<file path="src/rtl/tt_sweep_pkg.sv">
// tt_sweep_pkg: shared types and constants for the truth-table sweep sequencer.
//   state_e    - sequencer FSM states
//   NUM_IN     - number of circuit inputs driven per row
//   TT_W       - truth-table width (one bit per row)
//   row_to_bit - maps row index k to its truth-table bit (MSB-first, row 0 -> bit 7)
package tt_sweep_pkg;

    typedef enum logic [1:0] {
        StIdle,
        StApply,
        StSample,
        StDone
    } state_e;

    localparam int unsigned NUM_IN = 3;
    localparam int unsigned TT_W   = 8;

    // Row 0 lands in the MSB so the table reads like the hex names of the designs.
    function automatic logic [2:0] row_to_bit(input logic [2:0] k);
        return 3'd7 - k;
    endfunction

endpackage

</file>
<file path="src/rtl/sample_voter.sv">
// sample_voter: majority vote and disagreement detection over a burst of samples.
//   clk, rst  - clock, asynchronous active-high reset
//   clear     - discard accumulated samples (takes priority over enable)
//   enable    - accumulate 'sample' at this edge
//   sample    - the bit being sampled
//   vote      - majority of all samples including the current one
//   disagree  - high when the samples (including the current one) are not all equal
// vote/disagree are combinational so they are valid during the last sample cycle.
module sample_voter #(
    parameter int unsigned SAMPLES = 3,
    parameter int unsigned CNT_W   = 8
) (
    input  logic clk,
    input  logic rst,
    input  logic clear,
    input  logic enable,
    input  logic sample,
    output logic vote,
    output logic disagree
);

    logic [CNT_W-1:0] ones_q;
    logic [CNT_W-1:0] seen_q;
    logic             ref_q;
    logic             all_eq_q;
    logic [CNT_W-1:0] ones_total;

    assign ones_total = ones_q + CNT_W'(sample);
    assign vote       = ones_total > CNT_W'(SAMPLES / 2);
    // A single sample can never disagree with itself.
    assign disagree   = (seen_q != '0) && (!all_eq_q || (sample != ref_q));

    always_ff @(posedge clk or posedge rst) begin
        if (rst) begin
            ones_q   <= '0;
            seen_q   <= '0;
            ref_q    <= 1'b0;
            all_eq_q <= 1'b1;
        end else if (clear) begin
            ones_q   <= '0;
            seen_q   <= '0;
            ref_q    <= 1'b0;
            all_eq_q <= 1'b1;
        end else if (enable) begin
            ones_q <= ones_total;
            seen_q <= seen_q + CNT_W'(1);
            if (seen_q == '0) begin
                ref_q <= sample;
            end else if (sample != ref_q) begin
                all_eq_q <= 1'b0;
            end
        end
    end

endmodule

</file>
<file path="src/rtl/tt_sweep_ctrl.sv">
// tt_sweep_ctrl: sweeps all 8 input rows of a 3-input/1-output circuit, settles, samples
// each row with a majority vote and assembles an MSB-first truth table.
//   clk, rst          - clock, asynchronous active-high reset
//   start             - begin a sweep (accepted only in idle, abort wins)
//   abort             - abandon a sweep in progress, no done pulse
//   expected          - reference truth table for match
//   circ_in1..3       - circuit inputs, circ_in1 is the row MSB
//   circ_out          - circuit output
//   busy              - sweep in progress
//   done              - one-cycle pulse, results valid
//   tt                - measured truth table
//   match             - tt == expected (set with done)
//   unstable          - per-row flag: samples disagreed
module tt_sweep_ctrl
    import tt_sweep_pkg::*;
#(
    parameter int unsigned SETTLE_CYCLES = 4,
    parameter int unsigned SAMPLES       = 3,
    parameter int unsigned CNT_W         = 8
) (
    input  logic            clk,
    input  logic            rst,
    input  logic            start,
    input  logic            abort,
    input  logic [TT_W-1:0] expected,
    output logic            circ_in1,
    output logic            circ_in2,
    output logic            circ_in3,
    input  logic            circ_out,
    output logic            busy,
    output logic            done,
    output logic [TT_W-1:0] tt,
    output logic            match,
    output logic [TT_W-1:0] unstable
);

    state_e            state_q;
    logic [NUM_IN-1:0] row_q;
    logic [NUM_IN-1:0] circ_in_q;
    logic [CNT_W-1:0]  cnt_q;
    logic              vote;
    logic              disagree;
    logic              last_settle;
    logic              last_sample;
    logic [TT_W-1:0]   tt_upd;
    logic [TT_W-1:0]   unstable_upd;

    assign last_settle = cnt_q == CNT_W'(SETTLE_CYCLES - 1);
    assign last_sample = cnt_q == CNT_W'(SAMPLES - 1);

    // Circuit inputs are a separate register so they hold the last row through idle.
    assign circ_in1 = circ_in_q[2];
    assign circ_in2 = circ_in_q[1];
    assign circ_in3 = circ_in_q[0];

    sample_voter #(
        .SAMPLES (SAMPLES),
        .CNT_W   (CNT_W)
    ) u_voter (
        .clk      (clk),
        .rst      (rst),
        .clear    (state_q != StSample),
        .enable   (state_q == StSample),
        .sample   (circ_out),
        .vote     (vote),
        .disagree (disagree)
    );

    // Result vectors with the current row's vote merged in, used on the last sample.
    always_comb begin
        tt_upd       = tt;
        unstable_upd = unstable;
        tt_upd[row_to_bit(row_q)]       = vote;
        unstable_upd[row_to_bit(row_q)] = disagree;
    end

    always_ff @(posedge clk or posedge rst) begin
        if (rst) begin
            state_q   <= StIdle;
            row_q     <= '0;
            circ_in_q <= '0;
            cnt_q     <= '0;
            busy      <= 1'b0;
            done      <= 1'b0;
            tt        <= '0;
            match     <= 1'b0;
            unstable  <= '0;
        end else begin
            done <= 1'b0;
            case (state_q)
                StIdle: begin
                    row_q <= '0;
                    cnt_q <= '0;
                    if (start && !abort) begin
                        state_q   <= StApply;
                        circ_in_q <= '0;
                        busy      <= 1'b1;
                        tt        <= '0;
                        unstable  <= '0;
                        match     <= 1'b0;
                    end
                end
                StApply: begin
                    if (abort) begin
                        state_q <= StIdle;
                        busy    <= 1'b0;
                        match   <= 1'b0;
                        cnt_q   <= '0;
                    end else if (last_settle) begin
                        state_q <= StSample;
                        cnt_q   <= '0;
                    end else begin
                        cnt_q <= cnt_q + CNT_W'(1);
                    end
                end
                StSample: begin
                    if (abort) begin
                        state_q <= StIdle;
                        busy    <= 1'b0;
                        match   <= 1'b0;
                        cnt_q   <= '0;
                    end else if (last_sample) begin
                        tt       <= tt_upd;
                        unstable <= unstable_upd;
                        cnt_q    <= '0;
                        if (row_q == 3'd7) begin
                            state_q <= StDone;
                            busy    <= 1'b0;
                            done    <= 1'b1;
                            match   <= (tt_upd == expected);
                        end else begin
                            state_q   <= StApply;
                            row_q     <= row_q + 3'd1;
                            circ_in_q <= row_q + 3'd1;
                        end
                    end else begin
                        cnt_q <= cnt_q + CNT_W'(1);
                    end
                end
                StDone: begin
                    state_q <= StIdle;
                end
                default: begin
                    state_q <= StIdle;
                end
            endcase
        end
    end

endmodule

</file>
<file path="config.mk">
export PLATFORM = sky130hd
export DESIGN_NAME = tt_sweep_ctrl
export DESIGN_NICKNAME = d
export VERILOG_FILES = /design/src/rtl/tt_sweep_pkg.sv /design/src/rtl/sample_voter.sv /design/src/rtl/tt_sweep_ctrl.sv
export SDC_FILE = /design/constraint.sdc
export NUM_CORES = 1
export LEC_CHECK = 0
export ABC_CLOCK_PERIOD_IN_PS = 2400
export BUFFER_PORTS_ARGS = -buffer_cell sky130_fd_sc_hd__buf_2
export CORE_ASPECT_RATIO = 0.5
export CORE_MARGIN = 2
export CORE_UTILIZATION = 29
export CTS_BUF_LIST = sky130_fd_sc_hd__clkbuf_4 sky130_fd_sc_hd__clkbuf_8
export DETAILED_ROUTE_END_ITERATION = 16
export GPL_TIMING_DRIVEN = 1
export PLACE_DENSITY = 0.55
export SETUP_SLACK_MARGIN = 0.3
export SLEW_MARGIN = 20
export SYNTH_ARGS = -nofsm -noshare
export SYNTH_HDL_FRONTEND = slang
export SYNTH_SLANG_ARGS = --single-unit
</file>
<file path="constraint.sdc">
create_clock -name clk -period 2.4 [get_ports clk]
set_input_delay 0.12 -clock clk [delete_from_list [all_inputs] [get_ports clk]]
set_output_delay 0.12 -clock clk [all_outputs]
set_load 0.05 [all_outputs]
</file>
==> qor.csv, run 1 <==
stage,metric,value,unit
sta,drv_slew,0,
worst_setup_path,crit_path_start_kind,flip-flop,
floorplanning,die_h,77.48,um
finish,syn_to_final_growth,28.97,%
finish,n_antenna_cell,0,
drt,vias,2687,
power,p_leak,1.850,nW
sta,finalHoldViolations,0,
cts,cts_tree,yes,
place,dp.cells,529,
synthesis,syn_inst,343,
sta,tightest_slew,0.4720,ns
drt,drt-vias-per-instance,4.921,
finish,fillCellCount,1029,
cts,numCtsBuffers,5,
global_route,first_global_vias,2617,
finish,drive_above_1_share,31.28,%
cts,cts-root-buf,clkbuf_8,
cts,clock-sinks,53,
cts,cts.reportedPaths.clkPinSlew,0.11,ns
synthesis,yosys_most_used_dff,dfrtp_1,
drt,drc,0,
worst_setup_path,cp.arrival,2.67,ns
sta,timing.hold.ws,0.07475,ns
global_route,grt_pass1_wl,13100,um
cts,clockBufferDepth,2,
finish,nets,431,
floorplanning,core,10340,sq um
sta,skew,0.01434,ns
synthesis,synthArstFlopShare,100.0,%
place,gp_congestion,0.9416,
place,place_area,3656,sq um
power,vdd_drop_max,0.2213,mV
place,io_buffers,34,
floorplanning,die_w,151.0,um
cts,insertion_delay,0.33,ns
global_route,antenna_found_initial,0,
synthesis,synth_area_per_cell,9.130,sq um
place,dp_hpwl,5666,um
drt,wl_per_cell,14.13,um
synthesis,synth_enable_flop_cells,0,
worst_setup_path,required,2.63,ns
drt,drt_pass1_iterations,4,
global_route,grt_max_degree,31,
synthesis,seq_area_frac_synth,42.39,%
cts,htree_levels,2,
floorplanning,rows,26,
global_route,gr-usage-met3,3.412,%
drt,routed_wl,7717,um
sta,timing.fmax,410.9,MHz
synthesis,yosysUniqueCellTypes,55,
power,p_per_area,604.6,nW/um^2
synthesis,syn_area,3132,sq um
global_route,grt_usage,14.16,%
synthesis,synthesis.nets,369,
worst_setup_path,path_class,reg -> reg,
sta,rsz0062_at_grt,yes,
synthesis,synth.ff_latch_count,53,
finish,post-route-cell-area,4039,sq um
job,maxCapViolCount,0,
floorplanning,die_area,11700,sq um
finish,layout_common_cells,"dfrtp_1, buf_2, buf_4, nor2_1, nand2_1",
global_route,busiest_layer,met2,
floorplanning,start_util,30.27,%
finish,mostFrequentLayoutCell,dfrtp_1,
finish,finalNonFillerCells,546,
synthesis,ys_warn_count,0,
place,dp_slack,-0.03454,ns
drt,initialDrtViolationCount,134,
global_route,grt_util_met1,20.45,%
worst_setup_path,end_kind,flip-flop,
finish,multiInputGateArea,1903,sq um
global_route,met2_usage,20.86,%
sta,setup_tns,-0.03394,ns
worst_setup_path,crit_path_max_fanout,6,
status,failed_checks,setup timing,
sta,finalSetupViolCount,1,
sta,min_period,2.434,ns
sta,maxSlewHeadroom,68.53,%
sta,final.period_utilization,101.4,%
global_route,grt_overflow,0,
finish,layout.area.seq,1329,sq um
floorplanning,io_pins,35,
drt,drt.antenna.violating_nets,0,
sta,setup_ws,-0.03394,ns
hold_path,hold_class,in -> reg,
status,status,"complete, but fails checks",
## cell type report
type	instances	area share, %
clock buffer	5	1.704
clock inverter	3	1.208
inverter	14	1.301
multi-input combinational	261	47.12
sequential	53	32.90
tap	140	4.337
timing repair buffer	70	11.43
## per-stage QoR
stage,utilization (%),power [mW]
floorplan,-,1.486
global placement,35.34,1.719
detailed placement,35.34,1.719
CTS,37.81,2.403
global route,39.04,2.604
finish,39.04,2.442
## metal layers
metal / vias to the layer above / routed length [um]
met1: 1291 / 3869
met3: 12 / 319
met2: 39 / 3395
met4: 0 / 132
li1: 1345 / -
met5: - / 0
## synth_stat cells, types with 2 or more instances
| cell type | n | area (sq um) |
|---|---|---|
| nor3_1 | 8 | 40.04 |
| a31oi_1 | 7 | 43.79 |
| nand3_1 | 14 | 70.07 |
| clkbuf_1 | 11 | 41.29 |
| nor2_1 | 31 | 116.4 |
| a221oi_1 | 3 | 26.28 |
| a211oi_1 | 9 | 67.56 |
| nand2b_1 | 9 | 56.30 |
| and3_1 | 4 | 25.02 |
| a22o_1 | 2 | 17.52 |
| xor2_1 | 13 | 113.9 |
| o211ai_1 | 2 | 15.01 |
| dfrtp_1 | 52 | 1301 |
| ha_1 | 13 | 162.7 |
| a21oi_1 | 19 | 95.09 |
| a22oi_1 | 2 | 15.01 |
| nor2b_1 | 7 | 43.79 |
| and2_1 | 15 | 93.84 |
| nand2_1 | 25 | 93.84 |
| o21ai_0 | 24 | 120.1 |
| a21boi_0 | 2 | 15.01 |
| o31ai_1 | 3 | 22.52 |
| buf_2 | 3 | 15.01 |
| nand3b_1 | 2 | 15.01 |
| nor3b_1 | 4 | 30.03 |
| xnor2_1 | 11 | 96.34 |
| or4_1 | 2 | 15.01 |
| mux2_2 | 3 | 33.78 |
| inv_1 | 14 | 52.55 |
| nand4_1 | 4 | 25.02 |
## sequential cells by signal, indices dropped and copies added (netlist names), 2 cells and up
register / count
u_voter.seen_q: 8
state_q: 2
cnt_q: 8
row_q: 3
tt: 8
circ_in_q: 3
unstable: 8
u_voter.ones_q: 8
## power breakdown
group | total [mW] | internal, mW | switching (mW)
clock network | 0.652 | 0.318 | 0.334
registers | 0.992 | 0.949 | 0.0434
logic | 0.798 | 0.288 | 0.510
total | 2.44 | 1.56 | 0.887
## cell families after synthesis
| family | after synthesis | synth area share (%) |
|---|---|---|
| adder cells (fa/ha/maj) | 13 | 5.194 |
| AND/OR/NAND/NOR | 136 | 22.93 |
| AO/OA/AOI/OAI | 84 | 17.66 |
| buffers and inverters | 29 | 3.715 |
| flip-flops | 53 | 42.39 |
| XOR/XNOR | 24 | 6.712 |
| multiplexers | 4 | 1.398 |
## worst max-delay path: stages (launching register included)
cell and delay [ns]:
dfrtp_1 0.36, ha_2 0.19, ha_4 0.15, nand4_1 0.18, o21ai_2 0.25, o2111ai_4 0.22, nor2_2 0.20, a211oi_1 0.09
or4_4 0.54, o31ai_2 0.18
## worst paths after layout
check / from / to / slack [ns] / cells after the start
setup / recovery: u_voter.ones_q[0]$_DFF_PP0_ / match$_DFFE_PP0P_ / -0.03 / 9
setup reg to reg: u_voter.ones_q[0]$_DFF_PP0_ / match$_DFFE_PP0P_ / -0.03 / 9
hold reg to reg: u_voter.all_eq_q$_DFFE_PP1P_ / u_voter.all_eq_q$_DFFE_PP1P_ / 0.48 / 2
hold / removal: circ_out / u_voter.ref_q$_DFFE_PP0P_ / 0.07 / 3
max in group asynchronous: rst / u_voter.all_eq_q$_DFFE_PP1P_ / 1.40 / 4
min in group asynchronous: rst / cnt_q[5]$_DFFE_PP0N_ / 0.35 / 3
## timing repair
item,in CTS,in global routing
gates resized for setup,24,26
pin swaps,6,13
endpoints found under the setup margin,21,23
endpoints found under the hold margin,21,0
buffers inserted,7,1
hold buffers,1,0
Power figures use the tool's default switching activity.
==> inputs of run 2 (changes only) <==
--- a/config.mk
+++ b/config.mk
@@ -19,3 +19,4 @@
 export SYNTH_ARGS = -nofsm -noshare
 export SYNTH_HDL_FRONTEND = slang
 export SYNTH_SLANG_ARGS = --single-unit
+export TNS_END_PERCENT = 10
==> qor.csv, run 2 (synthesis gave the netlist of run 1 again) <==
stage,metric,value,unit,change
status,status,"complete, but fails checks",,unchanged
status,failed_checks,setup timing,,unchanged
worst_setup_path,crit_start,u_voter.ones_q[0]$_DFF_PP0_,,unchanged
finish,final_util,37.70,%,was 39.04%
finish,finalNonFillerCells,538,,was 546
cts,insertion_delay,0.32,ns,was 0.33 ns
sta,finalSetupViolCount,1,,unchanged
worst_setup_path,crit_path_max_fanout,6,,unchanged
power,vdd_drop_max,0.2042,mV,was 0.2213 mV
drt,vias,2601,,was 2687
place,dp.cells,527,,was 529
floorplanning,die_h,77.48,um,unchanged
place,dp_slack,-0.02440,ns,was -0.03454 ns
finish,mostFrequentLayoutCell,dfrtp_1,,unchanged
finish,layout_common_cells,"dfrtp_1, buf_2, nor2_1, nand2_1, buf_4",,"was dfrtp_1, buf_2, buf_4, nor2_1, nand2_1"
power,fin_total_pwr,2.347,mW,was 2.442 mW
drt,wl_per_cell,14.17,um,was 14.13 um
worst_setup_path,required,2.63,ns,about the same
place,place_area,3649,sq um,was 3656 sq um
hold_path,hold_class,in -> reg,,unchanged
global_route,met2_usage,20.18,%,was 20.86%
place,io_buffers,34,,unchanged
sta,skew,0.007305,ns,was 0.01434 ns
worst_setup_path,path_class,reg -> reg,,unchanged
drt,drt-vias-per-instance,4.835,,was 4.921
sta,final.period_utilization,101.3,%,was 101.4%
global_route,grt_util_met1,20.22,%,was 20.45%
global_route,grt_max_degree,31,,unchanged
worst_setup_path,r2r_slack,-0.03,ns,about the same
floorplanning,io_pins,35,,unchanged
sta,drv_slew,0,,unchanged
sta,timing.hold.ws,0.09370,ns,was 0.07475 ns
global_route,first_global_vias,2470,,was 2617
hold_path,min_path_cells,3,,unchanged
sta,maxSlewHeadroom,60.95,%,was 68.53%
hold_path,min_from,circ_out,,unchanged
job,maxCapViolCount,0,,unchanged
global_route,grt_usage,13.76,%,was 14.16%
floorplanning,die_area,11700,sq um,unchanged
drt,routed_wl,7623,um,was 7717 um
cts,clock-sinks,53,,unchanged
worst_setup_path,r2r_start,u_voter.ones_q[0]$_DFF_PP0_,,unchanged
global_route,gr-usage-met3,3.176,%,was 3.412%
global_route,grt_pass1_wl,12770,um,was 13100 um
cts,cts.reportedPaths.clkPinSlew,0.09,ns,was 0.11 ns
finish,n_antenna_cell,0,,unchanged
power,p_leak,1.787,nW,was 1.850 nW
global_route,busiest_layer,met1,,was met2
hold_path,holdPathEnd,u_voter.ref_q$_DFFE_PP0P_,,unchanged
floorplanning,start_util,30.27,%,unchanged
drt,initialDrtViolationCount,136,,was 134
sta,tightest_slew,0.5849,ns,was 0.4720 ns
cts,cts_tree,yes,,unchanged
sta,finalHoldViolations,0,,unchanged
worst_setup_path,end_kind,flip-flop,,unchanged
cts,numCtsBuffers,5,,unchanged
sta,setup_tns,-0.03071,ns,was -0.03394 ns
finish,fillCellCount,1048,,was 1029
sta,timing.fmax,411.4,MHz,was 410.9 MHz
worst_setup_path,cp.arrival,2.66,ns,was 2.67 ns
finish,post-route-cell-area,3900,sq um,was 4039 sq um
worst_setup_path,r2r-end,match$_DFFE_PP0P_,,unchanged
drt,drt.antenna.violating_nets,0,,unchanged
power,p_per_area,601.8,nW/um^2,was 604.6 nW/um^2
finish,nets,423,,was 431
sta,min_period,2.431,ns,was 2.434 ns
floorplanning,rows,26,,unchanged
global_route,grt_overflow,0,,unchanged
cts,clockBufferDepth,2,,unchanged
worst_setup_path,crit_path_start_kind,flip-flop,,unchanged
drt,drc,0,,unchanged
drt,drt_pass1_iterations,4,,unchanged
place,gp_congestion,0.8602,,was 0.9416
finish,drive_above_1_share,26.63,%,was 31.28%
worst_setup_path,worstRegToRegCells,9,,unchanged
sta,rsz0062_at_grt,yes,,unchanged
floorplanning,core,10340,sq um,unchanged
cts,cts-root-buf,clkbuf_8,,unchanged
place,dp_hpwl,5607,um,was 5666 um
floorplanning,die_w,151.0,um,unchanged
global_route,antenna_found_initial,0,,unchanged
finish,syn_to_final_growth,24.53,%,was 28.97%
sta,setup_ws,-0.03071,ns,was -0.03394 ns
cts,htree_levels,2,,unchanged
==> run 2: cell count changes in the layout (fill, tap and decap cells not counted), sizes merged <==
cell,change
buf,-8
clkbuf,+2
bufinv,-1
clkinvlp,-1
==> run 2: what timing repair did <==
action | 4_1_cts | 5_1_grt
endpoints found under the hold margin | 25 | 0
hold buffers | 1 | 0
setup buffers | 0 | 2
endpoints found under the setup margin | 20 | 20
gates resized for setup | 8 | 27
pin swaps | 1 | 2
==> run 2: cell type report <==
cell class	count	area, sq um	share of cell area (%)
Timing Repair Buffer	62	411.6	10.56
Tap cell	140	175.2	4.491
Multi-Input combinational cell	261	1827	46.84
Inverter	14	52.55	1.347
Clock inverter	1	8.758	0.2246
Sequential cell	53	1329	34.07
Clock buffer	7	96.34	2.470
==> run 2: worst max-delay path by stage <==
| stage | cells after the start | slack, ns | to |
|---|---|---|---|
| after floorplan | 9 | 0.11 | match$_DFFE_PP0P_ |
| after detailed placement | 8 | -0.02 | match$_DFFE_PP0P_ |
| after global routing | 9 | -0.22 | match$_DFFE_PP0P_ |
| after global placement | 8 | 0.005 | match$_DFFE_PP0P_ |
| after CTS | 8 | -0.03 | match$_DFFE_PP0P_ |
| final | 9 | -0.03 | match$_DFFE_PP0P_ |
==> run 2: routing by layer <==
metal / part of all wire (%) / wire [um]
met1: 52 / 3996
met2: 43 / 3253
met3: 3.8 / 288
met4: 1.1 / 84
met5: 0 / 0
==> run 2: worst max-delay path: stages (launching register included) <==
cell and delay (ns):
dfrtp_1 0.36, ha_2 0.19, ha_4 0.15, nand4_1 0.18
o21ai_2 0.22, o2111ai_4 0.21, nor2_2 0.22, a211oi_1 0.09
or4_1 0.54, o31ai_2 0.18
==> run 2: where the power goes <==
group          switching, mW  total (mW)  leakage, nW  internal (mW)
combinational          0.490       0.774         1.00          0.284
sequential            0.0442       0.994        0.730          0.950
clock                  0.312       0.579       0.0549          0.267
